--- src/rtl/outport_pkg.sv ---
// Shared router definitions: port count, flit width, diff-pair line encodings and FSM states.
package outport_pkg;
    localparam int PORTS  = 5;
    localparam int FLIT_W = 32;
    localparam int PTR_W  = 3;

    // {diff_pair_p, diff_pair_n}
    localparam logic [1:0] DP_IDLE  = 2'b01;
    localparam logic [1:0] DP_VALID = 2'b10;

    typedef enum logic {
        ST_IDLE = 1'b0,
        ST_XFER = 1'b1
    } state_t;

    function automatic logic [PTR_W-1:0] onehot_to_idx(input logic [PORTS-1:0] oh);
        logic [PTR_W-1:0] idx;
        idx = '0;
        for (int i = 0; i < PORTS; i++) begin
            if (oh[i]) idx = PTR_W'(i);
        end
        return idx;
    endfunction
endpackage

--- src/rtl/outport_rr_arbiter.sv ---
// Round-robin arbiter: one-hot grant to the first requester at or after ptr, wrapping mod PORTS.
module rr_arbiter
    import outport_pkg::*;
(
    input  logic [PORTS-1:0] req,
    input  logic [PTR_W-1:0] ptr,
    output logic [PORTS-1:0] grant
);
    logic [PTR_W-1:0] idx;

    // Scan from the farthest candidate down so the one nearest ptr wins last.
    always_comb begin
        grant = '0;
        idx   = '0;
        for (int k = PORTS - 1; k >= 0; k--) begin
            idx = PTR_W'((int'(ptr) + k) % PORTS);
            if (req[idx]) begin
                grant      = '0;
                grant[idx] = 1'b1;
            end
        end
    end
endmodule

--- src/rtl/outport.sv ---
// Router output port: arbitrates inports per packet, forwards flits against downstream credits.
// One registered cycle from arb_ack to output_channel; stalls with arb_ack low while credits are zero.
module outport
    import outport_pkg::*;
#(
    parameter int XCOR          = 2,
    parameter int YCOR          = 2,
    parameter int FLITS_PER_PKT = 4,
    parameter int CREDITS       = 4
) (
    input  logic                    clk,
    input  logic                    rst,
    input  logic [PORTS-1:0]        port_rqs,
    input  logic [PORTS*FLIT_W-1:0] channel_data_in,
    input  logic                    credit_in,
    output logic [PORTS-1:0]        arb_ack,
    output logic [FLIT_W-1:0]       output_channel,
    output logic                    diff_pair_p,
    output logic                    diff_pair_n
);
    localparam int CRD_W = $clog2(CREDITS + 1);
    localparam int CNT_W = $clog2(FLITS_PER_PKT + 1);

    state_t           state, state_nxt;
    logic [PTR_W-1:0] owner, ptr;
    logic [CNT_W-1:0] flit_cnt;
    logic [CRD_W-1:0] credits;
    logic [PORTS-1:0] grant;
    logic             send, last_flit, out_vld;

    rr_arbiter u_arb (
        .req   (port_rqs),
        .ptr   (ptr),
        .grant (grant)
    );

    assign last_flit = (flit_cnt == CNT_W'(FLITS_PER_PKT - 1));

    always_ff @(posedge clk) begin
        if (rst) state <= ST_IDLE;
        else     state <= state_nxt;
    end

    always_comb begin
        state_nxt = state;
        case (state)
            ST_IDLE: if (|port_rqs)         state_nxt = ST_XFER;
            ST_XFER: if (send && last_flit) state_nxt = ST_IDLE;
            default:                        state_nxt = ST_IDLE;
        endcase
    end

    // Gated by rst so a packet caught mid-flight stops acking in the reset cycle itself.
    always_comb begin
        send    = !rst && (state == ST_XFER) && (credits != '0);
        arb_ack = '0;
        if (send) arb_ack[owner] = 1'b1;
    end

    always_ff @(posedge clk) begin
        if (rst) begin
            owner    <= '0;
            ptr      <= '0;
            flit_cnt <= '0;
        end else begin
            if (state == ST_IDLE && |port_rqs) owner <= onehot_to_idx(grant);
            if (send) begin
                if (last_flit) begin
                    flit_cnt <= '0;
                    ptr      <= (owner == PTR_W'(PORTS - 1)) ? '0 : owner + PTR_W'(1);
                end else begin
                    flit_cnt <= flit_cnt + CNT_W'(1);
                end
            end
        end
    end

    // A returned credit and a send in the same cycle cancel; returns beyond CREDITS are dropped.
    always_ff @(posedge clk) begin
        if (rst) begin
            credits <= CRD_W'(CREDITS);
        end else if (send && !credit_in) begin
            credits <= credits - CRD_W'(1);
        end else if (!send && credit_in && credits != CRD_W'(CREDITS)) begin
            credits <= credits + CRD_W'(1);
        end
    end

    always_ff @(posedge clk) begin
        if (rst) begin
            output_channel <= '0;
            out_vld        <= 1'b0;
        end else begin
            out_vld <= send;
            if (send) output_channel <= channel_data_in[int'(owner)*FLIT_W +: FLIT_W];
        end
    end

    assign {diff_pair_p, diff_pair_n} = out_vld ? DP_VALID : DP_IDLE;
endmodule

--- config.mk ---
export PLATFORM = sky130hd
export DESIGN_NAME = outport
export DESIGN_NICKNAME = d
export VERILOG_FILES = /design/src/rtl/outport_pkg.sv /design/src/rtl/outport_rr_arbiter.sv /design/src/rtl/outport.sv
export SDC_FILE = /design/constraint.sdc
export NUM_CORES = 1
export LEC_CHECK = 0
export ABC_AREA = 1
export BUFFER_PORTS_ARGS = -buffer_cell sky130_fd_sc_hd__buf_4
export CORE_MARGIN = 3
export CORE_UTILIZATION = 45
export CTS_CLUSTER_DIAMETER = 60
export CTS_CLUSTER_SIZE = 30
export DETAILED_ROUTE_END_ITERATION = 10
export GPL_ROUTABILITY_DRIVEN = 1
export PLACE_DENSITY = 0.89
export SLEW_MARGIN = 10
export SYNTH_ARGS = -nofsm -noshare
export SYNTH_HDL_FRONTEND = slang
export SYNTH_SLANG_ARGS = --single-unit
export TNS_END_PERCENT = 50
--- constraint.sdc ---
create_clock -name clk -period 11.1 [get_ports clk]
set_clock_uncertainty 0.05 [all_clocks]
set_input_delay 3.33 -clock clk [delete_from_list [all_inputs] [get_ports clk]]
set_output_delay 3.33 -clock clk [all_outputs]
set_load 0.05 [all_outputs]
; After elaboration in Yosys (flattened, before gate mapping)
; Cells that the tools add are included.
[word_totals]
register_bits = 46
latchBits = 0
mem_bits_rw = 0
mem_bits_ro = 0
inputBits = 168
output_inout_bits = 39
word_cells = 97
n_memories = 0
[classes]
add_sub_neg = 8
mul = 0
div = 5
magnitude_cmp = 12
n_eq_ne = 3
shifts = 1
mux = 40
n_bitwise = 1
reduce_logical = 20
[op_table]
columns = cell, count
row1 = $shiftx A160 B9 Y32, 1
row2 = $mod A32 B4 Y32 const B, 4
row3 = $mod A4 B4 Y32 const B, 1
row4 = $mux W5, 6
row5 = $lt A3 B4 Y1 const B, 6
row6 = $mux W3, 7
row7 = $demux W1 S3, 6
row8 = $ge A3 B1 Y1 const B, 6
row9 = $bmux W1 S3, 5
row10 = $mux W1, 14
row11 = $logic_and A1 B1 Y1, 13
row12 = $add A3 B1 Y3 const B, 3
row13 = $add A3 B2 Y4 const B, 2
row14 = $reduce_or A5 Y1, 1
row15 = $add A3 B1 Y4 const B, 1
row16 = $add A3 B3 Y4 const B, 1
row17 = $eq A3 B2 Y1 const B, 1
row18 = $eq A3 B3 Y1 const B, 1
row19 = $logic_not A1 Y1, 3
row20 = $ne A3 B3 Y1 const B, 1
row21 = $reduce_bool A3 Y1, 1
row22 = $sub A3 B1 Y3 const B, 1
row23 = $mux W2, 1
row24 = $pmux W1 S2, 1
row25 = other kinds (3), 3

; Depth between registers and ports, before layout
; Gate-level depths: netlist of run 1.
[logic_depth]
word_depth = 15
depth_mapped = 31
depth_no_buf = 30

; By module
; From an unflattened synthesis of run 1, not the netlist that was laid out.
[unflattened]
cells_unflattened = 853
area_unflattened_um2 = 4981.0
[modules_own_cells]
columns = mod, instances, cells_each, area_each_um2, seq_area_each_um2
row1 = outport, 1, 545, 3298.2, 920.9
row2 = rr_arbiter, 1, 308, 1682.9, 0.0

; Least setup slack after synthesis of run 1
; OpenSTA, ideal clock, no wires.
[synth_timing]
path_kind = input to output
from = input port rst
to = output port arb_ack[4]
t_arrival_ps = 5248
t_required_ps = 7720
setup_slack_ps = 2472
path_stages = 3
n_path_buf = 0
cell_sequence = nor2_1 inv_2 nor4_1
[synth_via]
elab_chain_len = 4
[synth_rtl]
columns = element, line
row1 = from (decl), outport.sv:12  ; input logic rst,
row2 = $logic_not A1 Y1, outport.sv:55  ; send = !rst && (state == ST_XFER) && (credits != '0);
row3 = $logic_and A1 B1 Y1 (2 in series), outport.sv:55
row4 = $mux W5, outport.sv:57  ; if (send) arb_ack[owner] = 1'b1;
row5 = to (decl), outport.sv:16  ; output logic [PORTS-1:0] arb_ack,
; No other way between the ends.

; Worst setup path in the final report of run 1
; Same ends and word-level chain as after synthesis.

==> out/metrics.cfg, run 1 <==
[outcome]
result_of_the_run = completed

[clock_network]
cts_repair_resize_count = 0
numCtsBuffers = 5
clock_tree.buffer_depth = 2
holdBufCountCts = 0
h-tree-depth = 2
clk_root_buffer_cell = sky130_fd_sc_hd__clkbuf_8
tritoncts = yes
cts.sinks = 46
worst_skew_pair.late_latency_ns = 0.30
clk_transition_reported_paths_ns = 0.09
cts.repair_timing.setup_buffer_count = 0

[timing]
worst_slew_margin_rel_pct = 26.9
totalNegativeSetupSlack_ns = 0
worst_slack_ns = 3.18
grt_setup_unrepaired = false
final_worst_path_period_need_ns = 7.92
timing_max_transition_violations_final = 0
holdWs_ns = 0.417
max_slew.worst_pin.slew_ns = 1.09
setup_viol = 0
fmaxAchievable_mhz = 126
final.period_utilization_pct = 71.3
timing.final.hold_violations = 0

[place]
portBuffers = 206
dpl_cell_area_um2 = 6190
gp_congestion = 0.984
dp_hpwl_um = 12800
placed_cells_incl_taps = 1059
preCtsSetupSlack_ns = 3.20

[routing]
postRouteWirelength_um = 16600
drt_drc_violations_left = 0
vias_per_cell = 5.47
route.vias.total = 5839
drt_iter0_drc = 515
ant_nets = 0
wl_per_cell_um = 15.6
drt-pass1-iter-count = 5

[power]
swShare_pct = 47.5
leakagePower_nw = 3.08
power.sequential.fraction_pct = 27.9
internal_portion_of_total_power_uw = 397
fin_total_pwr_uw = 755
power.share.clock_pct = 15.6
power-per-cell-area_nw_per_um2 = 120
ir_drop_uv = 71.5
combinationalPowerShare_pct = 56.6
switchingPower_uw = 359

[worst_hold_path]
endpoint_of_the_worst_hold_path = flit_cnt[2]
hp-start = flit_cnt[2]
min-delay-path-class = register to register
whs_path_depth = 2

[worst_setup_path]
worst_reg_to_reg_path_cell_count = 28
worstSetupPathType = input pin to output port
worst_path_max_delay_cell = sky130_fd_sc_hd__buf_4
cpLargestDelayFamily = buffers and inverters
critical-path-max-stage-delay_ns = 0.37
worstPathRequired_ns = 7.72
reg2reg_setup_slack_ns = 6.60
end_kind = output port
start_kind = input pin
startpoint_of_the_worst_register_to_register_path = ptr[0]
timing.critical_path.arrival_ns = 4.54
crit_path_cell_trace = buf_4 -> nor2_2 -> buf_4 -> inv_2 -> nor4_1 -> buf_4
critPathBufInv = 4
crit_path_max_fanout = 36
critical-path-top-cell-by-count = sky130_fd_sc_hd__buf_4
r2r_end = owner[1]

[finish]
antenna-diode-count = 0
finish.net_count = 1129
share_of_cells_above_drive_strength_1_pct = 29.2
fillerInstances = 920
finalNonFillerCells = 1067
finish.utilization_pct = 63.8
relative_area_change_from_synthesis_to_final_layout_pct = 36.9
design_area_um2 = 6290

[floorplan]
coreArea_um2 = 9860
top_level_ports = 207
fp.dieArea_um2 = 11500
die_h_um = 107
die_x_um = 107
placementRows = 36
initial_core_util_pct = 46.6

[global_route]
grt_pass1_wl_um = 25800
grt_remaining_overflow = 0
grt_start_max_net_pins = 100
grt_pass1_vias = 5251
grt_usage_pct = 27.5
grt_antenna_before_repair = 0

[yosys]
netlist_instances = 757
async_reset_ff_share_pct = 0
synth.top_cells.by_count = 136 x sky130_fd_sc_hd__nor2_1, 113 x sky130_fd_sc_hd__o21ai_0, 106 x sky130_fd_sc_hd__nand2_1
synth_cell_types = 39
postSynthRegisterBits = 46
synth.cell_area_um2 = 4600
postSynthAreaPerCell_um2 = 6.07
synthesis.nets = 953
synth_area_leaders = sky130_fd_sc_hd__dfxtp_1 20%, sky130_fd_sc_hd__o21ai_0 12%, sky130_fd_sc_hd__nor2_1 11%
synth.top_cell.area_share_pct = 20.0
synth-main-ff-cell = sky130_fd_sc_hd__dfxtp_1
synth_area_leader_cell = sky130_fd_sc_hd__dfxtp_1
ys_warn_count = 0
post-synth-top-count-cell = sky130_fd_sc_hd__nor2_1
synth_sequential_area_ratio_pct = 20.0
synth_enable_flop_cells = 0

[job]
max_cap_violations = 0

[routing by layer]
layer / routed length [um] / global-route usage, %
met1: 6870 / 38.3
met3: 1400 / 3.31
met2: 8020 / 45.4
met4: 345 / 6.39
met5: 0 / 0
[worst min-delay path, stage by stage, from the launching register on]
cell and delay [ns]:
sky130_fd_sc_hd__dfxtp_1 0.32, sky130_fd_sc_hd__nand3_1 0.08, sky130_fd_sc_hd__inv_1 0.04
[power groups by stage]
stage          clock network [mW]  registers, mW  logic [mW]
2_1_floorplan                   0          0.283       0.208
3_3_place_gp                    0          0.212       0.420
3_5_place_dp                    0          0.213       0.423
4_1_cts                     0.118          0.210       0.425
5_1_grt                     0.124          0.213       0.467
6_report                    0.117          0.210       0.427
[area by class of cell]
cell class	count	area, um^2	share of cell area (%)
Clock inverter	1	8.76	0.139
Tap cell	133	166	2.64
Sequential cell	46	922	14.7
Clock buffer	7	96.3	1.53
Multi-Input combinational cell	597	3240	51.5
Inverter	71	267	4.23
Timing Repair Buffer	212	1590	25.3
[worst max-delay path by stage]
stage | start | end | cells past startpoint
2_1_floorplan | rst | arb_ack[4] | 3
3_3_place_gp | rst | arb_ack[4] | 6
3_5_place_dp | rst | arb_ack[4] | 6
4_1_cts | rst | arb_ack[4] | 6
5_1_grt | rst | arb_ack[4] | 6
6_report | rst | arb_ack[4] | 6
[kinds of logic (layout without fill, tap and decap cells)]
kind of cell	after synthesis	count (layout)	share of synthesized area, %
compound gates	196	196	25.2
xor+xnor	7	7	1.74
fa+ha+maj	28	28	7.78
buf+inv	114	291	9.50
flops	46	46	20.0
simple gates	366	366	35.7
[flip-flops by register name, summed over array words and instances (netlist names)]
signal	flops
ptr	3
credits	3
owner	3
output_channel	32
state	1
flit_cnt	3
out_vld	1
[layout by cell type (no fill, tap or decap), types with 3 or more instances in the layout]
cell / count
sky130_fd_sc_hd__nor2_1: 135
sky130_fd_sc_hd__nand2_1: 106
sky130_fd_sc_hd__nand2_2: 16
sky130_fd_sc_hd__nor2_2: 3
sky130_fd_sc_hd__xor2_1: 4
sky130_fd_sc_hd__o21ai_2: 4
sky130_fd_sc_hd__nor3_1: 12
sky130_fd_sc_hd__inv_2: 14
sky130_fd_sc_hd__a21oi_1: 20
sky130_fd_sc_hd__a41oi_1: 32
sky130_fd_sc_hd__nand4_1: 32
sky130_fd_sc_hd__o21ai_1: 8
sky130_fd_sc_hd__dfxtp_1: 45
sky130_fd_sc_hd__clkbuf_8: 7
sky130_fd_sc_hd__buf_4: 212
sky130_fd_sc_hd__clkinv_1: 3
sky130_fd_sc_hd__nand3_1: 49
sky130_fd_sc_hd__inv_1: 54
sky130_fd_sc_hd__or2_2: 4
sky130_fd_sc_hd__ha_1: 27
sky130_fd_sc_hd__o21ai_0: 113
sky130_fd_sc_hd__nand2_4: 3
sky130_fd_sc_hd__o22ai_1: 9
Note: power is estimated with default switching activity, not from simulation.
==> run 2, diff against run 1 <==
==> constraint.sdc (replaced) <==
create_clock -name clk -period 8 [get_ports clk]
set_clock_uncertainty 0.05 [all_clocks]
set_input_delay 2.4 -clock clk [delete_from_list [all_inputs] [get_ports clk]]
set_output_delay 2.4 -clock clk [all_outputs]
set_load 0.05 [all_outputs]
==> run 2 against run 1 <==
Net effect:
- combinational power increased by 40%
- clock power grew 22%
- design area down 0.18%
- first-iteration DRC count fell by 4.5%
- critical path depth did not move
- critical path type unchanged
==> out/metrics.cfg, run 2 (synthesized netlist as in run 1, its figures left out) <==
[clock_network]
cts.sinks = 46  ; unchanged
clk_transition_reported_paths_ns = 0.09  ; about the same
worst_skew_pair.late_latency_ns = 0.29  ; about the same
cts.repair_timing.setup_buffer_count = 0  ; unchanged
clock_tree.buffer_depth = 2  ; unchanged
holdBufCountCts = 0  ; unchanged
cts_repair_resize_count = 0  ; unchanged
numCtsBuffers = 5  ; unchanged
tritoncts = yes
h-tree-depth = 2  ; unchanged
clk_root_buffer_cell = sky130_fd_sc_hd__clkbuf_8

[worst_setup_path]
critPathBufInv = 4  ; unchanged
timing.critical_path.arrival_ns = 3.58  ; -0.96 ns
cpLargestDelayFamily = buffers and inverters
end_kind = output port
critical-path-top-cell-by-count = sky130_fd_sc_hd__buf_4
start_kind = input pin
reg2reg_setup_slack_ns = 3.61  ; -2.99 ns
worstPathRequired_ns = 5.55  ; -2.17 ns
critical-path-max-stage-delay_ns = 0.37  ; about the same
worstSetupPathType = input pin to output port
crit_path_cell_trace = buf_4 -> nor2_2 -> buf_4 -> inv_2 -> nor4_1 -> buf_4
worst_path_max_delay_cell = sky130_fd_sc_hd__buf_4
crit_path_max_fanout = 36  ; unchanged

[routing]
ant_nets = 0  ; unchanged
route.vias.total = 5897  ; +0.99%
postRouteWirelength_um = 16700  ; +0.32%
wl_per_cell_um = 15.6  ; +0.22%
drt-pass1-iter-count = 5  ; unchanged
vias_per_cell = 5.52  ; +0.90%
drt_iter0_drc = 492  ; -4.5%
drt_drc_violations_left = 0  ; unchanged

[finish]
share_of_cells_above_drive_strength_1_pct = 29.2  ; -0.031 points
multiInputGateArea_um2 = 3240  ; unchanged
largest_register = output_channel
area.sequential_um2 = 922  ; unchanged
relative_area_change_from_synthesis_to_final_layout_pct = 36.7
fillerInstances = 899  ; -2.3%
finish.net_count = 1130  ; +0.089%
antenna-diode-count = 0  ; unchanged
largest_register_ffs = 32  ; unchanged
mostFrequentLayoutCell = sky130_fd_sc_hd__buf_4
most_used_cells_in_the_layout_excluding_fill_and_tap_cells = 213 x sky130_fd_sc_hd__buf_4, 135 x sky130_fd_sc_hd__nor2_1, 113 x sky130_fd_sc_hd__o21ai_0
finalNonFillerCells = 1068  ; +0.094%

[floorplan]
top_level_ports = 207  ; unchanged
die_x_um = 107  ; unchanged
placementRows = 36  ; unchanged
die_h_um = 107  ; unchanged
coreArea_um2 = 9860  ; unchanged
initial_core_util_pct = 46.6  ; unchanged
fp.dieArea_um2 = 11500  ; unchanged

[place]
dp_hpwl_um = 12900  ; +0.42%
placed_cells_incl_taps = 1060  ; +0.094%
gp_congestion = 0.979  ; -0.58%
preCtsSetupSlack_ns = 1.98  ; -1.22 ns
portBuffers = 206  ; unchanged

[job]
max_cap_violations = 0  ; unchanged

[timing]
fmaxAchievable_mhz = 166
setup_viol = 0  ; unchanged
worst_slack_ns = 1.97  ; -1.21 ns
max_slew.worst_pin.slew_ns = 1.10  ; +0.00314 ns
timing_max_transition_violations_final = 0  ; unchanged
final_worst_path_period_need_ns = 6.03
totalNegativeSetupSlack_ns = 0  ; unchanged
final.period_utilization_pct = 75.4
grt_setup_unrepaired = false
worst_slew_margin_rel_pct = 26.7  ; -0.21 points
timing.final.hold_violations = 0  ; unchanged

[power]
leakagePower_nw = 3.07  ; -0.14%
ir_drop_uv = 108  ; +51%
power-per-cell-area_nw_per_um2 = 164  ; +37%

[global_route]
grt_pass1_wl_um = 25900  ; +0.16%
grt_pass1_vias = 5229  ; -0.42%
grt_remaining_overflow = 0  ; unchanged
grt_antenna_before_repair = 0  ; unchanged
grt_start_max_net_pins = 89  ; -11%
grt_usage_pct = 27.7  ; +0.14 points

[worst_hold_path]
min-delay-path-class = register to register

[outcome]
result_of_the_run = completed

## run 2: cell types whose count changed in the layout (fill, tap and decap cells not counted)
cell | before | now
sky130_fd_sc_hd__clkbuf_8 | 7 | 5
sky130_fd_sc_hd__buf_4 | 212 | 213
sky130_fd_sc_hd__clkbuf_1 | 0 | 1
sky130_fd_sc_hd__clkinv_2 | 0 | 1
## run 2: final timing paths
kind / from / to / cells after the start
setup / recovery: rst / arb_ack[4] / 6
hold / removal: flit_cnt[2] / flit_cnt[2] / 2
setup reg to reg: ptr[0] / owner[1] / 29
hold reg to reg: flit_cnt[2] / flit_cnt[2] / 2
## run 2: worst min-delay path, delay by kind of cell (launching register included)
family / cells / cell delay [ns]
flip-flops: 1 / 0.32
AND/OR/NAND/NOR: 1 / 0.09
buffers and inverters: 1 / 0.04
## run 2: stage by stage
| step | utilization [%] | area, um^2 | hold WS (ns) | power, mW |
|---|---|---|---|---|
| 6_report | 63.7 | 6280 | 0.434 | 1.03 |
| 5_1_grt | 63.7 | 6280 | 0.453 | 1.10 |
| 4_1_cts | 63.7 | 6280 | 0.435 | 1.03 |
| 3_5_place_dp | 62.8 | 6200 | 0.408 | 0.884 |
| 3_3_place_gp | 62.8 | 6200 | 0.392 | 0.879 |
| 2_1_floorplan | - | 4600 | 0.383 | 0.682 |
## run 2: where the power goes
group | total [mW] | internal [mW] | switching [mW]
combinational | 0.596 | 0.204 | 0.391
sequential | 0.293 | 0.268 | 0.0250
clock | 0.143 | 0.0618 | 0.0808
total | 1.03 | 0.534 | 0.497
## run 2: final cells by class
type	instances	share of cell area (%)
inverters	71	4.24
clock buffers	6	1.16
flip-flops and latches	46	14.7
clock inverters	2	0.219
repair buffers	213	25.5
well taps	133	2.65
multi-input cells	597	51.6
## run 2: metal layers
| metal | part of all wire (%) | global-route usage, % |
|---|---|---|
| met5 | 0 | 0 |
| met4 | 2.5 | 7.49 |
| met3 | 8.8 | 3.55 |
| met2 | 48 | 45.4 |
| met1 | 41 | 38.1 |
==> run 3, diff against run 2 <==
--- a/config.mk
+++ b/config.mk
@@ -8,12 +8,12 @@
 export ABC_AREA = 1
 export BUFFER_PORTS_ARGS = -buffer_cell sky130_fd_sc_hd__buf_4
 export CORE_MARGIN = 3
-export CORE_UTILIZATION = 45
+export CORE_UTILIZATION = 44
 export CTS_CLUSTER_DIAMETER = 60
 export CTS_CLUSTER_SIZE = 30
 export DETAILED_ROUTE_END_ITERATION = 10
 export GPL_ROUTABILITY_DRIVEN = 1
-export PLACE_DENSITY = 0.89
+export PLACE_DENSITY = 0.91
 export SLEW_MARGIN = 10
 export SYNTH_ARGS = -nofsm -noshare
 export SYNTH_HDL_FRONTEND = slang
==> constraint.sdc (replaced) <==
create_clock -name clk -period 5.1 [get_ports clk]
set_clock_uncertainty 0.05 [all_clocks]
set_input_delay 1.53 -clock clk [delete_from_list [all_inputs] [get_ports clk]]
set_output_delay 1.53 -clock clk [all_outputs]
set_load 0.05 [all_outputs]
==> run 3 against run 2 <==
Net effect:
- sequential power is 58% higher
- hold slack worse by 0.011 ns
- design area is 0.26% higher
- critical endpoint is now owner[1]
- largest power group unchanged
- highest routed layer unchanged
==> out/metrics.cfg, run 3 (synthesized netlist as in run 1, its figures left out) <==
[outcome]
result_of_the_run = completed

[clock_network]
clk_transition_reported_paths_ns = 0.10  ; about the same
cts.sinks = 46  ; unchanged
clk_root_buffer_cell = sky130_fd_sc_hd__clkbuf_8
numCtsBuffers = 5  ; unchanged
holdBufCountCts = 0  ; unchanged
tritoncts = yes
h-tree-depth = 2  ; unchanged
worst_skew_pair.late_latency_ns = 0.30  ; about the same
cts_repair_resize_count = 0  ; unchanged
cts.repair_timing.setup_buffer_count = 0  ; unchanged
clock_tree.buffer_depth = 2  ; unchanged

[timing]
totalNegativeSetupSlack_ns = 0  ; unchanged
worst_slack_ns = 1.06  ; -0.905 ns
final_worst_path_period_need_ns = 4.04
max_slew.worst_pin.slew_ns = 1.14  ; +0.0402 ns
timing_max_transition_violations_final = 0  ; unchanged
final.period_utilization_pct = 79.2
timing.final.hold_violations = 0  ; unchanged
fmaxAchievable_mhz = 248
worst_slew_margin_rel_pct = 24.0  ; -2.7 points
grt_setup_unrepaired = false
setup_viol = 0  ; unchanged

[power]
swShare_pct = 48.6  ; +0.36 points
internal_portion_of_total_power_uw = 839  ; +57%
ir_drop_uv = 180  ; +66%
power.share.clock_pct = 14.4  ; +0.6 points
combinationalPowerShare_pct = 57.2  ; -0.6 points
leakagePower_nw = 3.09  ; +0.42%
fin_total_pwr_mw = 1.63  ; +58%
power.sequential.fraction_pct = 28.4  ; about the same
power-per-cell-area_nw_per_um2 = 259  ; +58%
switchingPower_uw = 793  ; +60%

[floorplan]
top_level_ports = 207  ; unchanged
initial_core_util_pct = 46.2  ; -0.42 points
coreArea_um2 = 9950  ; +0.91%
die_h_um = 108  ; +1.1%
die_x_um = 108  ; +1.1%
fp.dieArea_um2 = 11700  ; +2.2%
placementRows = 36  ; unchanged

[worst_setup_path]
start_kind = register
critical-path-max-stage-delay_ns = 0.37  ; about the same
crit_path_max_fanout = 19  ; -47%
worstPathRequired_ns = 5.29  ; -0.26 ns
timing.critical_path.arrival_ns = 4.23  ; +0.65 ns
worstSetupPathType = register to register
worst_path_max_delay_cell = sky130_fd_sc_hd__ha_1
end_kind = register
critical-path-top-cell-by-count = sky130_fd_sc_hd__nand2_1

[global_route]
grt_start_max_net_pins = 98  ; +10%
grt_remaining_overflow = 0  ; unchanged
grt_pass1_vias = 5466  ; +4.5%
grt_pass1_wl_um = 26400  ; +2.1%
grt_antenna_before_repair = 0  ; unchanged
grt_usage_pct = 27.8  ; +0.14 points

[routing]
drt_drc_violations_left = 0  ; unchanged
postRouteWirelength_um = 17400  ; +4.1%
vias_per_cell = 5.65  ; +2.3%
drt_iter0_drc = 589  ; +20%
wl_per_cell_um = 16.2  ; +3.9%
drt-pass1-iter-count = 6  ; +1
route.vias.total = 6046  ; +2.5%
ant_nets = 0  ; unchanged

[finish]
share_of_cells_above_drive_strength_1_pct = 29.5  ; +0.26 points
finish.net_count = 1132  ; +0.18%
largest_register = output_channel
antenna-diode-count = 0  ; unchanged
relative_area_change_from_synthesis_to_final_layout_pct = 37.0
finish.utilization_pct = 63.3  ; -0.41 points
largest_register_ffs = 32  ; unchanged
mostFrequentLayoutCell = sky130_fd_sc_hd__buf_4
most_used_cells_in_the_layout_excluding_fill_and_tap_cells = 215 x sky130_fd_sc_hd__buf_4, 135 x sky130_fd_sc_hd__nor2_1, 113 x sky130_fd_sc_hd__o21ai_0

[worst_hold_path]
min-delay-path-class = register to register

[place]
preCtsSetupSlack_ns = 1.05  ; -0.934 ns
portBuffers = 206  ; unchanged
gp_congestion = 0.943  ; -3.6%
dp_hpwl_um = 13400  ; +4.0%

[job]
max_cap_violations = 0  ; unchanged

[run 3: final cells by class]
type                            count  area [um^2]
Fill cell                         932         3660
Timing Repair Buffer              215         1610
Tap cell                          133          166
Clock buffer                        5         68.8
Clock inverter                      3         18.8
Multi-Input combinational cell    597         3240
Inverter                           71          267
Sequential cell                    46          922
[run 3: per-stage QoR]
stage	instances	area [um^2]	hold WS, ns
floorplan	757	4600	0.383
global placement	1062	6210	0.389
detailed placement	1062	6210	0.416
CTS	1070	6300	0.429
global route	1070	6300	0.472
finish	1070	6300	0.423
[run 3: worst paths after layout]
path                    start          end  slack [ns]  cells past startpoint
setup / recovery       ptr[0]     owner[1]        1.06                     31
hold / removal    flit_cnt[2]  flit_cnt[2]        0.42                      2
setup reg to reg       ptr[0]     owner[1]        1.06                     31
hold reg to reg   flit_cnt[2]  flit_cnt[2]        0.42                      2
[run 3: power by group through the flow]
stage	sequential [mW]	clock, mW	combinational (mW)
final	0.463	0.235	0.933
after floorplan	0.616	0	0.453
after global routing	0.469	0.248	1.01
after detailed placement	0.469	0	0.919
after global placement	0.468	0	0.908
after CTS	0.462	0.236	0.922
[run 3: critical path: cells and delay by family, from the launching register on]
family                   cells  cell delay (ns)
AND/OR/NAND/NOR             19             1.71
adder cells (fa/ha/maj)      4             0.98
flip-flops                   1             0.30
XOR/XNOR                     1             0.25
AO/OA/AOI/OAI                1             0.11
buffers and inverters        6             0.59
[run 3: per-layer routing]
metal / global-route usage [%] / wire length [um] / up-vias / share of wire (%)
li1: - / - / 2952 / -
met3: 4.24 / 1570 / 52 / 9.1
met4: 10.1 / 571 / 0 / 3.3
met2: 46.3 / 8380 / 320 / 48
met1: 36.4 / 6850 / 2722 / 39
met5: 0 / 0 / - / 0
